File: src/rtl/ov7670_config_seq_pkg.sv
`default_nettype none
// +----------------------------------------------------------------------------+
// | ov7670_pkg                                                                 |
// | Shared types and constants for the OV7670 configuration sequencer.         |
// | Revision: 1.0                                                              |
// +----------------------------------------------------------------------------+
package ov7670_pkg;

  typedef enum logic [3:0] {
    ST_IDLE      = 4'd0,
    ST_FETCH     = 4'd1,
    ST_WAIT_ROM  = 4'd2,
    ST_DECODE    = 4'd3,
    ST_SEND      = 4'd4,
    ST_WAIT_SCCB = 4'd5,
    ST_DELAY     = 4'd6,
    ST_ADVANCE   = 4'd7,
    ST_DONE      = 4'd8
  } state_e;

  localparam logic [15:0] ROM_END        = 16'hFFFF;
  localparam logic [15:0] ROM_DELAY      = 16'hFFF0;
  localparam logic [7:0]  OV7670_SCCB_ID = 8'h42;

  function automatic int unsigned delay_cycles(input int unsigned clk_hz,
                                               input int unsigned delay_ms);
    return (clk_hz / 1000) * delay_ms;
  endfunction

endpackage
`default_nettype wire

File: src/rtl/ov7670_config_seq_if.sv
`default_nettype none
// +----------------------------------------------------------------------------+
// | ov7670_config_seq_if                                                       |
// | Config ROM read port and SCCB write-request bus of the sequencer.          |
// | Revision: 1.0                                                              |
// +----------------------------------------------------------------------------+
interface ov7670_config_seq_if #(
  parameter int ADDR_W = 8
);
  logic [ADDR_W-1:0] rom_addr;
  logic              rom_en;
  logic [15:0]       rom_data;
  logic              sccb_req;
  logic [7:0]        sccb_reg;
  logic [7:0]        sccb_val;
  logic              sccb_ready;
  logic              sccb_done;
  logic              sccb_nack;

  modport master (
    output rom_addr, rom_en, sccb_req, sccb_reg, sccb_val,
    input  rom_data, sccb_ready, sccb_done, sccb_nack
  );

  modport slave (
    input  rom_addr, rom_en, sccb_req, sccb_reg, sccb_val,
    output rom_data, sccb_ready, sccb_done, sccb_nack
  );
endinterface
`default_nettype wire

File: src/rtl/ov7670_config_seq_cfg_delay_timer.sv
`default_nettype none
// +----------------------------------------------------------------------------+
// | cfg_delay_timer                                                            |
// | Loadable down-counter; expired is high while enabled and at zero.          |
// | Revision: 1.0                                                              |
// +----------------------------------------------------------------------------+
module cfg_delay_timer #(
  parameter int WIDTH = 8
) (
  input  logic             clk,
  input  logic             rst_n,
  input  logic             load,
  input  logic [WIDTH-1:0] load_val,
  input  logic             en,
  output logic             expired
);

  logic [WIDTH-1:0] cnt_q, cnt_d;

  always_comb begin
    cnt_d = cnt_q;
    if (load) begin
      cnt_d = load_val;
    end else if (en && (cnt_q != '0)) begin
      cnt_d = cnt_q - WIDTH'(1);
    end
  end

  always_ff @(posedge clk or negedge rst_n) begin
    if (!rst_n) begin
      cnt_q <= '0;
    end else begin
      cnt_q <= cnt_d;
    end
  end

  assign expired = en && (cnt_q == '0);

endmodule
`default_nettype wire

File: src/rtl/ov7670_config_seq.sv
`default_nettype none
// +----------------------------------------------------------------------------+
// | ov7670_config_seq                                                          |
// | Walks the OV7670 config ROM and issues each entry as an SCCB write.        |
// | Revision: 1.0                                                              |
// +----------------------------------------------------------------------------+
module ov7670_config_seq
  import ov7670_pkg::*;
#(
  parameter int CLK_HZ    = 100_000_000,
  parameter int DELAY_MS  = 10,
  parameter int MAX_RETRY = 3,
  parameter int ADDR_W    = 8
) (
  input  logic                       clk,
  input  logic                       rst_n,
  input  logic                       start,
  ov7670_config_seq_if.master        bus,
  output logic                       busy,
  output logic                       done,
  output logic                       err
);

  localparam int unsigned DELAY_CYCLES = delay_cycles(CLK_HZ, DELAY_MS);
  localparam int DLY_W   = (DELAY_CYCLES == 0) ? 1 : $clog2(DELAY_CYCLES + 1);
  localparam int RETRY_W = (MAX_RETRY < 1) ? 1 : $clog2(MAX_RETRY + 1);
  localparam logic [DLY_W-1:0]   DELAY_LOAD = DLY_W'(DELAY_CYCLES - 1);
  localparam logic [RETRY_W-1:0] RETRY_LIM  = RETRY_W'(MAX_RETRY);
  localparam logic [ADDR_W-1:0]  LAST_ADDR  = '1;

  state_e             state_q, state_d;
  logic [ADDR_W-1:0]  rom_addr_q, rom_addr_d;
  logic [7:0]         reg_q, reg_d;
  logic [7:0]         val_q, val_d;
  logic [RETRY_W-1:0] retry_q, retry_d;
  logic               err_q, err_d;
  logic               tmr_load, tmr_en, tmr_expired;

  cfg_delay_timer #(
    .WIDTH (DLY_W)
  ) u_delay (
    .clk      (clk),
    .rst_n    (rst_n),
    .load     (tmr_load),
    .load_val (DELAY_LOAD),
    .en       (tmr_en),
    .expired  (tmr_expired)
  );

  always_comb begin
    state_d    = state_q;
    rom_addr_d = rom_addr_q;
    reg_d      = reg_q;
    val_d      = val_q;
    retry_d    = retry_q;
    err_d      = err_q;
    tmr_load   = 1'b0;
    tmr_en     = 1'b0;

    case (state_q)
      ST_IDLE, ST_DONE: begin
        if (start) begin
          state_d    = ST_FETCH;
          rom_addr_d = '0;
          err_d      = 1'b0;
        end
      end
      ST_FETCH: state_d = ST_WAIT_ROM;
      ST_WAIT_ROM: begin
        // The only place the outgoing register/value pair is updated.
        reg_d   = bus.rom_data[15:8];
        val_d   = bus.rom_data[7:0];
        state_d = ST_DECODE;
      end
      ST_DECODE: begin
        if ({reg_q, val_q} == ROM_END) begin
          state_d = ST_DONE;
        end else if ({reg_q, val_q} == ROM_DELAY) begin
          tmr_load = 1'b1;
          state_d  = ST_DELAY;
        end else begin
          retry_d = '0;
          state_d = ST_SEND;
        end
      end
      ST_SEND: begin
        if (bus.sccb_ready) state_d = ST_WAIT_SCCB;
      end
      ST_WAIT_SCCB: begin
        if (bus.sccb_done) begin
          if (!bus.sccb_nack) begin
            state_d = ST_ADVANCE;
          end else if (retry_q < RETRY_LIM) begin
            retry_d = retry_q + RETRY_W'(1);
            state_d = ST_SEND;
          end else begin
            // Exhausted retries: flag it but keep configuring the rest.
            err_d   = 1'b1;
            state_d = ST_ADVANCE;
          end
        end
      end
      ST_DELAY: begin
        tmr_en = 1'b1;
        if (tmr_expired) state_d = ST_ADVANCE;
      end
      ST_ADVANCE: begin
        if (rom_addr_q == LAST_ADDR) begin
          state_d = ST_DONE;
        end else begin
          rom_addr_d = rom_addr_q + ADDR_W'(1);
          state_d    = ST_FETCH;
        end
      end
      default: state_d = ST_IDLE;
    endcase
  end

  always_ff @(posedge clk or negedge rst_n) begin
    if (!rst_n) begin
      state_q    <= ST_IDLE;
      rom_addr_q <= '0;
      reg_q      <= '0;
      val_q      <= '0;
      retry_q    <= '0;
      err_q      <= 1'b0;
    end else begin
      state_q    <= state_d;
      rom_addr_q <= rom_addr_d;
      reg_q      <= reg_d;
      val_q      <= val_d;
      retry_q    <= retry_d;
      err_q      <= err_d;
    end
  end

  assign bus.rom_addr = rom_addr_q;
  assign bus.rom_en   = (state_q == ST_FETCH);
  assign bus.sccb_req = (state_q == ST_SEND);
  assign bus.sccb_reg = reg_q;
  assign bus.sccb_val = val_q;
  assign busy = (state_q != ST_IDLE) && (state_q != ST_DONE);
  assign done = (state_q == ST_DONE);
  assign err  = err_q;

endmodule
`default_nettype wire

File: src/flat_wrapper.sv
// flat-port wrapper written by rule: the top's interface ports become plain ports
module ov7670_config_seq_flat import ov7670_pkg::*;
#(
  parameter int CLK_HZ    = 100_000_000,
  parameter int DELAY_MS  = 10,
  parameter int MAX_RETRY = 3,
  parameter int ADDR_W    = 8
)
  (clk, rst_n, start, busy, done, err, bus_rom_addr, bus_rom_en, bus_sccb_req, bus_sccb_reg, bus_sccb_val, bus_rom_data, bus_sccb_ready, bus_sccb_done, bus_sccb_nack);
  ov7670_config_seq_if #(.ADDR_W(ADDR_W)) bus_i ();
  input  logic clk;
  input  logic rst_n;
  input  logic start;
  output logic busy;
  output logic done;
  output logic err;
  output wire logic [$bits(bus_i.rom_addr)-1:0] bus_rom_addr;
  output wire logic [$bits(bus_i.rom_en)-1:0] bus_rom_en;
  output wire logic [$bits(bus_i.sccb_req)-1:0] bus_sccb_req;
  output wire logic [$bits(bus_i.sccb_reg)-1:0] bus_sccb_reg;
  output wire logic [$bits(bus_i.sccb_val)-1:0] bus_sccb_val;
  input wire logic [$bits(bus_i.rom_data)-1:0] bus_rom_data;
  input wire logic [$bits(bus_i.sccb_ready)-1:0] bus_sccb_ready;
  input wire logic [$bits(bus_i.sccb_done)-1:0] bus_sccb_done;
  input wire logic [$bits(bus_i.sccb_nack)-1:0] bus_sccb_nack;
  assign bus_rom_addr = bus_i.rom_addr;
  assign bus_rom_en = bus_i.rom_en;
  assign bus_sccb_req = bus_i.sccb_req;
  assign bus_sccb_reg = bus_i.sccb_reg;
  assign bus_sccb_val = bus_i.sccb_val;
  assign bus_i.rom_data = bus_rom_data;
  assign bus_i.sccb_ready = bus_sccb_ready;
  assign bus_i.sccb_done = bus_sccb_done;
  assign bus_i.sccb_nack = bus_sccb_nack;
  ov7670_config_seq #(.CLK_HZ(CLK_HZ), .DELAY_MS(DELAY_MS), .MAX_RETRY(MAX_RETRY), .ADDR_W(ADDR_W)) u_core (.clk(clk), .rst_n(rst_n), .start(start), .bus(bus_i), .busy(busy), .done(done), .err(err));
endmodule
File: config.mk
export PLATFORM = sky130hd
export DESIGN_NAME = ov7670_config_seq_flat
export DESIGN_NICKNAME = d
export VERILOG_FILES = /design/src/rtl/ov7670_config_seq_pkg.sv /design/src/rtl/ov7670_config_seq_if.sv /design/src/rtl/ov7670_config_seq_cfg_delay_timer.sv /design/src/rtl/ov7670_config_seq.sv /design/src/flat_wrapper.sv
export SDC_FILE = /design/constraint.sdc
export NUM_CORES = 1
export LEC_CHECK = 0
export BUFFER_PORTS_ARGS = -buffer_cell sky130_fd_sc_hd__buf_2
export CORE_MARGIN = 3
export CORE_UTILIZATION = 40
export DETAILED_ROUTE_END_ITERATION = 10
export SYNTH_ARGS = -nofsm -noshare
export SYNTH_HDL_FRONTEND = slang
export SYNTH_SLANG_ARGS = --single-unit
File: constraint.sdc
create_clock -name clk -period 5.7 [get_ports clk]
set_input_delay 0 -clock clk [delete_from_list [all_inputs] [get_ports clk]]
set_output_delay 0 -clock clk [all_outputs]
set_load 0.01 [all_outputs]
* Yosys cells after proc, flatten, opt, wreduce, memory -nomap -nowiden
Cells that the tools add are included.
** Cells by class
- Multipliers :: 0
- Order comparisons :: 1
- Equal/unequal tests :: 22
- Shifts and indexed selects :: 0
- Muxes and demuxes :: 30
- Add/sub/neg operators :: 3
- Bitwise gates (word level) :: 0
- Divide/modulo/power cells :: 0
- Reductions and logical operators :: 16
** Operators with widths (count)
- 20-bit two-way mux :: 2
- 16-bit equality test (second input constant) :: 2
- 4-bit one-hot mux with 8 select lines :: 1
- 4-bit two-way mux :: 7
- 20-bit zero test :: 1
- 20-bit nonzero test :: 1
- 20-bit by 1-bit subtractor with 20-bit output (second input constant) :: 1
- 4-bit by 3-bit equality test with 1-bit output (second input constant) :: 4
- 8-bit two-way mux :: 2
- 8-bit one-hot mux with 2 select lines :: 1
- 2-bit two-way mux :: 7
- 2-bit inequality test (second input constant) :: 7
- 8-bit by 1-bit adder with 8-bit output (second input constant) :: 1
- 4-bit by 2-bit equality test with 1-bit output (second input constant) :: 2
- 8-bit equality test (second input constant) :: 1
- 1-bit two-way mux :: 8
- 2-bit nonzero test :: 4
- 2-bit by 1-bit inequality test with 1-bit output (second input constant) :: 3
- 6-bit AND reduction :: 1
- 5-bit AND reduction :: 1
- 4-bit by 1-bit equality test with 1-bit output (second input constant) :: 1
- 4-bit equality test (second input constant) :: 1
- 4-bit zero test :: 1
- 4-bit inequality test (second input constant) :: 1
- other kinds (9) :: 11
** Storage, ports and cells
- RAM bits :: 0
- Bits in latches :: 0
- Bits in registers :: 51
- Memories kept :: 0
- Bits in read-only memories :: 0

* Logic depth before layout (Yosys ltp)
- Word-level depth :: 5
- Depth in mapped cells :: 8
- Mapped depth without buffers :: 7

* Hierarchy
A second synthesis with hierarchy kept.
** Unflattened totals
- Cell total of the unflattened synthesis :: 305
- Area, all modules :: 3045.4 um^2
** Modules (own cells, without submodules)
- ov7670_config_seq :: sequential area each 775.7 um^2, cells an instance 149, times used 1, area an instance 1627.8 um^2
- cfg_delay_timer :: sequential area each 500.5 um^2, cells an instance 156, times used 1, area an instance 1417.6 um^2

* Worst setup path before layout
No wires, ideal clock.
- Kind :: reg2reg
- Start :: register u_core.u_delay.cnt_q[0]
- End :: register u_core.u_delay.cnt_q[12]
- Path buffers :: 0
- Path slack :: 3.879 ns
- Required time :: 5.575 ns
- Arrival :: 1.695 ns
- Stages on the path, launching flop included :: 8
- Cell sequence :: dfrtp_1 -> inv_1 -> ha_1 -> nor3b_1 -> nand4_4 -> a2111oi_2 -> xnor2_1 -> nor2_2
** Between the ends
- Longest elaborated chain between the ends :: 3
- Elaborated cells on any way between the ends :: 6
- Classes of those cells :: add/sub: 1; mux: 2; reduce/logical: 3
** RTL lines
- start, declared :: line ov7670_config_seq_cfg_delay_timer.sv:18 : logic [WIDTH-1:0] cnt_q, cnt_d;
- start signal, assigned :: line ov7670_config_seq_cfg_delay_timer.sv:33 : cnt_q <= cnt_d;
- 20-bit by 1-bit subtractor with 20-bit output / 20-bit nonzero test (equally long branches) :: line ov7670_config_seq_cfg_delay_timer.sv:25, ov7670_config_seq_cfg_delay_timer.sv:24
- 20-bit two-way mux / 1-bit logical AND (equally long branches) :: line ov7670_config_seq_cfg_delay_timer.sv:24 : end else if (en && (cnt_q != '0)) begin
- 20-bit two-way mux / 2-bit nonzero test (equally long branches)
Parallel ways exist; a longest one is shown, timed or not. The select of a mux whose other input is x is not followed.
A chain may end at the register's enable or synchronous reset.

* Final worst setup path
- Start :: register u_core.state_q[1]
- End :: register u_core.val_q[4], in the netlist u_core.bus.sccb_val[4]
** Between the ends
- Longest elaborated chain between the ends :: 1
** RTL lines
- start, declared :: line ov7670_config_seq.sv:31 : state_e state_q, state_d;
- start signal, assigned :: line ov7670_config_seq.sv:128 : state_q <= state_d;
- 4-bit by 2-bit equality test with 1-bit output :: line ov7670_config_seq.sv:60 : case (state_q)
- end signal, assigned :: line ov7670_config_seq.sv:131 : val_q <= val_d;
- end, declared :: line ov7670_config_seq.sv:34 : logic [7:0] val_q, val_d;
No other way between the ends.

==> results.ini <==
[synth]
synth_warnings = 0
syn_area_per_cell_sq_um = 10.83
synthTopCellsByCount = 51 x dfrtp_1, 19 x mux2_2, 19 x nand2_1
synth_xor_area_share_pct = 2.878
synth_cells = 253
synth_top_area_cell = dfrtp_1
syn-cell-area_sq_um = 2739
yosys_register_bits = 51
synth.top_cell.area_share_pct = 46.60
yosys.area_share.simple_pct = 23.34
synth_most_common_cell = dfrtp_1
synth_adder_area_share_pct = 1.827
ys_top_cells_by_area = dfrtp_1 47%, mux2_2 7.8%, nand2_1 2.6%, nor2_1 2.5%, ha_1 1.8%
synth_top_family_by_area = simple AND/OR/NAND/NOR gates
ys_seq_area_share_pct = 46.60
synth_cell_type_count = 60
synth_edf_count = 0
synth_compound_area_share_pct = 12.11
synthArstFlopShare_pct = 100.0
synth_nets = 279
synth.area.mux_share_pct = 9.639
synthFlopType = dfrtp_1

[sta]
hold_viol_final = 0
timing.hold.ws_ns = 0.3267
rsz0062_at_grt = no
worstMarginPinSlew_ns = 1.244
fin_crit_sh_pct = 39.99
setup_viol = 0
period_minus_slack_ns = 2.279
fin_setup_tns_ns = 0
skew_ns = 0.01250
slew-limit-headroom_pct = 16.67
finalMaxSlewViolations = 0
max_freq_ghz = 0.4387
worst_slack_ns = 3.421

[route]
drtIter0Drc = 80
first_pass_iters = 4
ant_nets = 0
routedWlPerCell_um = 14.32
via_per_inst = 5.454
drc = 0
num_vias = 2176
wl_um = 5715

[worst_setup_path]
path_class = reg -> reg
critPathBufInv = 0
cp_data_required_time_ns = 5.91
r2r-start = u_core.state_q[1]
cp_slowest_cell = nor3b_2
path_max_fanout = 16
crit_family = simple AND/OR/NAND/NOR gates
cp-end-kind = register
max_stage_delay_ns = 1.00
cp-startpoint = u_core.state_q[1]
cp_cell_sequence = nor2b_1 -> nor3b_2 -> mux2_2
arrival_ns = 2.48
crit_path_start_kind = register

[finish]
max_flop_register = u_core.u_delay.cnt_q
fillers = 615
area_delta_synth_final_pct = 21.56
largest_register_ffs = 20
utilization_pct = 51.26
design_area_sq_um = 3329
layout-drive-gt1-share_pct = 29.50
fin_nets = 347
diodes = 0
fin_cells = 399

[die]
fp.dieH_um = 88.75
dieArea_sq_um = 7876
initial_utilization_pct = 42.17
rows = 29
io_pins = 51
coreArea_sq_um = 6495
dieWidth_um = 88.75

[power]
p_leak_nw = 1.529
p_total_mw = 1.624
ir_drop_v = 0.0001945
power_density_nw_per_um2 = 487.7

[job]
max_cap_viol_count = 0

[global_route]
grt.overflow.total = 0
grt_usage_pct = 15.51
antenna_found_initial = 0
grt_first_pass_wirelength_um = 9639
grt_pass1_vias = 2103
grt_max_degree = 52

[placement]
portBuffers = 50
place_area_sq_um = 3028
globalplace.congestion = 0.7678
dpl_worst_slack_ns = 3.431
placed_cells = 370
detailed_place_hpwl_um = 3855

[clock_network]
tritoncts = done
hold_buffers = 21
cts_resized = 0
cts_buffer_depth = 2
clkLatencyLatePin_ns = 0.31
cts-root-buf = clkbuf_8
cts-buffers-inserted = 5
clkSinkCount = 51
cts_setup_buffers = 0
cts_max_level = 2
clk_pin_slew_ns = 0.10

[outcome]
outcome = completed

[min_path]
min_path_type = in -> async

## cells by family after synthesis
logic type,count (synthesis)
multiplexers,24
AO/OA/AOI/OAI,43
AND/OR/NAND/NOR,102
flip-flops,51
adder cells (fa/ha/maj),4
XOR/XNOR,9
buffers and inverters,20
## layout by cell type, fill, tap and decap left out, types with 5 or more instances in the layout
master,synthesis,final
buf_2,4,50
dfrtp_1,51,51
xnor2_1,5,5
nor2_1,18,18
nand3_1,8,8
nor4_1,5,5
clkbuf_8,0,5
nand2_1,19,19
nor3_1,9,9
a21oi_1,9,9
o41ai_1,5,5
dlygate4sd3_1,0,21
inv_1,9,9
o21ai_0,5,5
mux2_2,19,19
mux2i_1,5,5
## where the power goes
part	switching [mW]	total [mW]	internal (mW)	leakage, nW
clock	0.129	0.218	0.0891	0.0489
sequential	0.161	0.660	0.498	0.662
combinational	0.391	0.746	0.355	0.818
## worst paths after layout
check / end / slack, ns / depth (start not counted)
worst max register to register: u_core.bus.sccb_val[4] / 3.42 / 3
min in group clk: u_core.state_q[1] / 0.33 / 5
worst max-delay path: u_core.bus.sccb_val[4] / 3.42 / 3
worst min-delay path: u_core.bus.rom_addr[5] / 0.33 / 3
worst min register to register: u_core.u_delay.cnt_q[5] / 0.52 / 1
max in group asynchronous: u_core.u_delay.cnt_q[13] / 4.93 / 3
## worst min-delay path, delay by kind of cell
family,cells,cell delay (ns)
buffers and inverters,3,1.13
## final cells by class
| type | count | area (sq um) | area share (%) |
|---|---|---|---|
| tap | 77 | 96.34 | 2.894 |
| multi-input combinational | 182 | 1364 | 40.96 |
| clock buffer | 5 | 68.82 | 2.067 |
| sequential | 51 | 1276 | 38.33 |
| clock inverter | 3 | 22.52 | 0.6764 |
| timing repair buffer | 72 | 467.9 | 14.05 |
| inverter | 9 | 33.78 | 1.015 |
## layer usage
| layer | GRT usage [%] | up-vias | wire length, um |
|---|---|---|---|
| met5 | 0 | - | 0 |
| met2 | 26.65 | 35 | 2755 |
| met1 | 19.77 | 1046 | 2685 |
| met3 | 3.259 | 7 | 203 |
| met4 | 4.121 | 0 | 70 |
| li1 | - | 1088 | - |
Power figures use the tool's default switching activity.
